### src/rtl/input_conditioner.sv
// input_conditioner: 2-FF sync, per-channel debounce, press/release pulses, press counters, optional long-press
//   Ports: clk27 (27 MHz clock), reset_n (async active-low reset), in_raw[CHANNELS] (async pins),
//   clear_cnt (sync clear of press counters), in_stable[CHANNELS] (debounced level, IDLE_LEVEL polarity),
//   press_pulse/release_pulse[CHANNELS] (1-cycle accepted-edge pulses), press_cnt[CHANNELS*CNT_W]
//   (channel i at [i*CNT_W +: CNT_W]), long_press[CHANNELS] (1-cycle pulse per long hold), any_pressed.
//   Macro INPUT_COND_LONGPRESS_EN enables the long-press hold counters; without it long_press is tied 0.
module input_conditioner #(
  parameter int                  CHANNELS         = 2,
  parameter logic [CHANNELS-1:0] IDLE_LEVEL       = {CHANNELS{1'b1}},
  parameter int                  DEBOUNCE_CYCLES  = 270000,
  parameter int                  LONGPRESS_CYCLES = 27000000,
  parameter int                  CNT_W            = 8
) (
  input  logic                      clk27,
  input  logic                      reset_n,
  input  logic [CHANNELS-1:0]       in_raw,
  input  logic                      clear_cnt,
  output logic [CHANNELS-1:0]       in_stable,
  output logic [CHANNELS-1:0]       press_pulse,
  output logic [CHANNELS-1:0]       release_pulse,
  output logic [CHANNELS*CNT_W-1:0] press_cnt,
  output logic [CHANNELS-1:0]       long_press,
  output logic                      any_pressed
);
  localparam int DB_W = $clog2(DEBOUNCE_CYCLES + 1);
  localparam logic [DB_W-1:0] DB_LAST = DB_W'(DEBOUNCE_CYCLES - 1);
`ifdef INPUT_COND_LONGPRESS_EN
  localparam int HW = $clog2(LONGPRESS_CYCLES + 1);
  localparam logic [HW-1:0] LP_LAST = HW'(LONGPRESS_CYCLES - 1);
  localparam logic [HW-1:0] LP_FULL = HW'(LONGPRESS_CYCLES);
`endif
  if (DEBOUNCE_CYCLES < 1 || LONGPRESS_CYCLES <= DEBOUNCE_CYCLES) begin : g_bad_params
    $error("input_conditioner: need DEBOUNCE_CYCLES >= 1 and LONGPRESS_CYCLES > DEBOUNCE_CYCLES");
  end
  logic [CHANNELS-1:0] r_s1, r_s2, w_stable;
  logic                r_any;
  always_ff @(posedge clk27 or negedge reset_n)
    if (!reset_n) begin
      r_s1  <= IDLE_LEVEL;
      r_s2  <= IDLE_LEVEL;
      r_any <= 1'b0;
    end else begin
      r_s1  <= in_raw;
      r_s2  <= r_s1;
      r_any <= |(w_stable ^ IDLE_LEVEL);
    end
  assign in_stable   = w_stable;
  assign any_pressed = r_any;
  genvar g;
  for (g = 0; g < CHANNELS; g++) begin : g_ch
    logic [DB_W-1:0]  r_db_cnt;
    logic [CNT_W-1:0] r_cnt;
    logic             r_stable, r_press, r_release;
    logic             w_diff, w_accept, w_active;
    assign w_diff   = r_s2[g] ^ r_stable;
    assign w_accept = w_diff && r_db_cnt == DB_LAST;
    assign w_active = r_stable ^ IDLE_LEVEL[g];
    // The count only advances while s2 disagrees, so any glitch back to the stable level restarts it.
    always_ff @(posedge clk27 or negedge reset_n)
      if (!reset_n) begin
        r_db_cnt  <= '0;
        r_stable  <= IDLE_LEVEL[g];
        r_press   <= 1'b0;
        r_release <= 1'b0;
        r_cnt     <= '0;
      end else begin
        r_db_cnt  <= (w_diff && !w_accept) ? r_db_cnt + DB_W'(1) : '0;
        r_stable  <= w_accept ? r_s2[g] : r_stable;
        r_press   <= w_accept && !w_active;
        r_release <= w_accept && w_active;
        // A press counted in the same cycle as a clear survives as 1.
        r_cnt     <= clear_cnt ? CNT_W'(r_press) : r_cnt + CNT_W'(r_press);
      end
    assign w_stable[g]                = r_stable;
    assign press_pulse[g]             = r_press;
    assign release_pulse[g]           = r_release;
    assign press_cnt[g*CNT_W +: CNT_W] = r_cnt;
`ifdef INPUT_COND_LONGPRESS_EN
    logic [HW-1:0] r_hold;
    logic          r_long;
    // Hold counter saturates one past the threshold so the pulse fires once per press.
    always_ff @(posedge clk27 or negedge reset_n)
      if (!reset_n) begin
        r_hold <= '0;
        r_long <= 1'b0;
      end else begin
        r_long <= w_active && r_hold == LP_LAST;
        r_hold <= (w_accept || !w_active) ? '0 : (r_hold == LP_FULL ? r_hold : r_hold + HW'(1));
      end
    assign long_press[g] = r_long;
`else
    assign long_press[g] = 1'b0;
`endif
  end
endmodule

### config.mk
export PLATFORM = sky130hd
export DESIGN_NAME = input_conditioner
export DESIGN_NICKNAME = d
export VERILOG_FILES = /design/src/rtl/input_conditioner.sv
export SDC_FILE = /design/constraint.sdc
export NUM_CORES = 1
export LEC_CHECK = 0
export CAP_MARGIN = 10
export CORE_MARGIN = 2
export CORE_UTILIZATION = 60
export DETAILED_ROUTE_END_ITERATION = 8
export PLACE_DENSITY_LB_ADDON = 0.1
export RECOVER_POWER = 25
export SETUP_SLACK_MARGIN = 0.3
export SLEW_MARGIN = 20
export SYNTH_ARGS = -nofsm -noshare
export SYNTH_HDL_FRONTEND = slang
export SYNTH_SLANG_ARGS = --single-unit
### constraint.sdc
create_clock -name clk27 -period 2.8 [get_ports clk27]
set_clock_uncertainty 0.15 [all_clocks]
set_input_delay 0.56 -clock clk27 [delete_from_list [all_inputs] [get_ports clk27]]
set_output_delay 0.56 -clock clk27 [all_outputs]
set_load 0.05 [all_outputs]
==> metrics <==
Synth area leaders dfrtp_1 (48%), xnor2_1 (6.8%), nor2_1 (6.1%); die height 75.6 um; max cap viols 0; Synth cell types 37; drt wl/cell 13.6 um; clk sink count 65; GRT Overall Usage 0.214; critical path class reg -> out; Hold Vio Cnt, Final 0; layout cells sized above 1 0.0988; slowest CP cell clkdlybuf4s50_1; Area growth, synth to finish 16.4%; Period minus WS final 2.48 ns; WP buf/inv 1; Clk Latency, worst-skew pair 0.33 ns; warning count from the yosys run 0; status complete, no violations; most frequent cell after synthesis dfrtp_1; Netlist Area Pre-Place 3080 um2; Layout fillers 407; Syn Area/Cell 10.6 um2; chip width 75.6 um; Worst EP arrival 1.77 ns; DR DRC count 0; Commonest cells post-synth dfrtp_1 (59), nor2_1 (50), nand3_1 (24), xnor2_1 (24), xor2_1 (19); final setup fails 0; Worst slew margin 0.167; # nets final 330; fmax 403 MHz; Hold Path Class reg -> reg; worst-path maximum fanout 6; post-synth top area share 0.480; IO Pins 30; Detailed Place HPWL 3800 um; die footprint 5710 um2; # Post-CTS Setup Buffers 0; final design utilization 0.714; Final ANT Viol Nets 0; PostCTS Resize Cnt 0; Internal 1.42 mW; worst slew pin tran 1.25 ns; Synth Flop Type dfrtp_1; Synth Area in Simple Gates 0.240; number of flops mapped to enable cells by yosys 0; unrepaired setup endpoints after global routing no; Synth Area in XOR/XNOR 0.122; number of buffers created by CTS 9; logic gate share of total power 0.032; htree depth 3; final period utilization 0.886; cell accounting for the most synthesized area dfrtp_1; initial antenna violation count 0; 1st-iter DRT viols 135; Seq cells post-synth 65; Critical Path RT 2.09 ns; NetSw 402 uW; grt total ovfl 0; port bufs 27; Compound-Gate Fraction of Synth Area 0.0269; CP delay by family, top buffers and inverters; GPL Wtd Cong 0.831; CTS Root Cell clkbuf_8; VDD IR max 327 uV; Pleak 1.52 nW; vias in the first global route 2039; Async S/R FF share, synth 1.00; Cell Rows 26; Post-Syn Instances 290; clk slew on worst S/H paths 0.07 ns; Vias 2178; CTS tree built; critical path endpoint category output pin; power after layout 1.83 mW; final worst setup slack 0.320 ns; largest net degree at the start of global routing 31; setup_tns 0 ns; wire length after detailed routing 5370 um; clock share of power 0.441; global-route wire length before repair 9070 um; Clock Tree Buf Depth 2; PD cells 510 nW/um2; vias per cell 5.53; register area share after synthesis 0.531; dpl ws 0.714 ns; main combinational cell family by area after synthesis simple AND/OR/NAND/NOR gates; post-synthesis mux area share 0.0191; Final Max Tran Viols 0; worst-path cell chain clkdlybuf4s50_1; Worst Setup Start Kind flop; core area 5010 um2; initial core utilization 0.614; hold buffers post-CTS 0; DRT Pass-1 Iters 4; adder-cell area share of the yosys netlist 0.0244; slowest stage delay, CP 0.84 ns; ant diodes 0; sequential fraction of design power 0.526; Sw Share 0.220
==> layout by cell type (no fill, tap or decap), types with 6 or more instances in the layout <==
master           instances
xor2_1                  19
and3_1                  10
nor4_1                   8
nand3_1                 24
nand2_1                  6
ha_1                     6
clkdlybuf4s50_1         24
nor2_1                  50
xnor2_1                 24
clkbuf_8                11
nand4_1                 13
dfrtp_1                 59
==> layer usage <==
layer,track usage,wire length [um],vias up
met5,0,0,-
met4,0.0838,82,0
met3,0.0608,242,7
met2,0.325,2470,57
met1,0.292,2570,1053
li1,-,-,1061
==> stage by stage <==
stage	std cells	hold WS, ns	area (um2)
2_1_floorplan	291	0.114	3080
3_3_place_gp	378	0.196	3390
3_5_place_dp	378	0.199	3390
4_1_cts	394	0.0734	3590
5_1_grt	394	0.211	3580
6_report	394	0.207	3580
==> state kept, by name, indices dropped and copies added, names as in the netlist <==
register and cells:
g_ch.r_press 2, any_pressed 1, g_ch.r_db_cnt 38, r_s2 2, r_s1 2, g_ch.r_release 2, g_ch.r_stable 2, g_ch.r_cnt 16
==> power groups by stage <==
stage / Sequential [mW] / Clock (mW) / Combinational [mW]
after floorplan: 0.977 / 0 / 0.0315
after global placement: 0.978 / 0 / 0.0639
after detailed placement: 0.979 / 0 / 0.0647
after CTS: 0.961 / 0.825 / 0.0658
after global routing: 0.962 / 0.872 / 0.0699
final: 0.961 / 0.806 / 0.0593
==> kinds of logic (layout without fill, tap and decap cells) <==
family	count (synthesis)	in the layout
other	1	2
DFF	65	65
xor gates and xnor gates	43	43
AOI/OAI and AO/OA	11	11
and+or+nand+nor	140	140
adders and majority gates	6	6
buffers and inverters	19	52
muxes	5	5
==> worst paths after layout <==
path,start,end,slack (ns),depth (start not counted)
max,g_ch[0].r_stable$_DFFE_PN1P_,in_stable[0],0.32,1
min in group asynchronous,reset_n,g_ch[1].r_cnt[7]$_DFF_PN0_,0.32,1
max reg2reg,g_ch[1].r_db_cnt[0]$_DFF_PN0_,g_ch[1].r_db_cnt[18]$_DFF_PN0_,0.72,5
min reg2reg,r_s1[0]$_DFF_PN1_,r_s2[0]$_DFF_PN1_,0.21,0
min,r_s1[0]$_DFF_PN1_,r_s2[0]$_DFF_PN1_,0.21,0
max in group asynchronous,reset_n,g_ch[0].r_db_cnt[17]$_DFF_PN0_,0.83,2
==> area by class of cell <==
type / count / area, um2 / area share
clock buffer: 11 / 151 / 0.0423
clock inverter: 5 / 53.8 / 0.0150
inverter: 4 / 15.0 / 0.00420
multi-input combinational: 207 / 1340 / 0.374
sequential: 65 / 1630 / 0.457
tap: 70 / 87.6 / 0.0245
timing repair buffer: 32 / 299 / 0.0836
No activity file was read; power rests on OpenSTA's default activity.
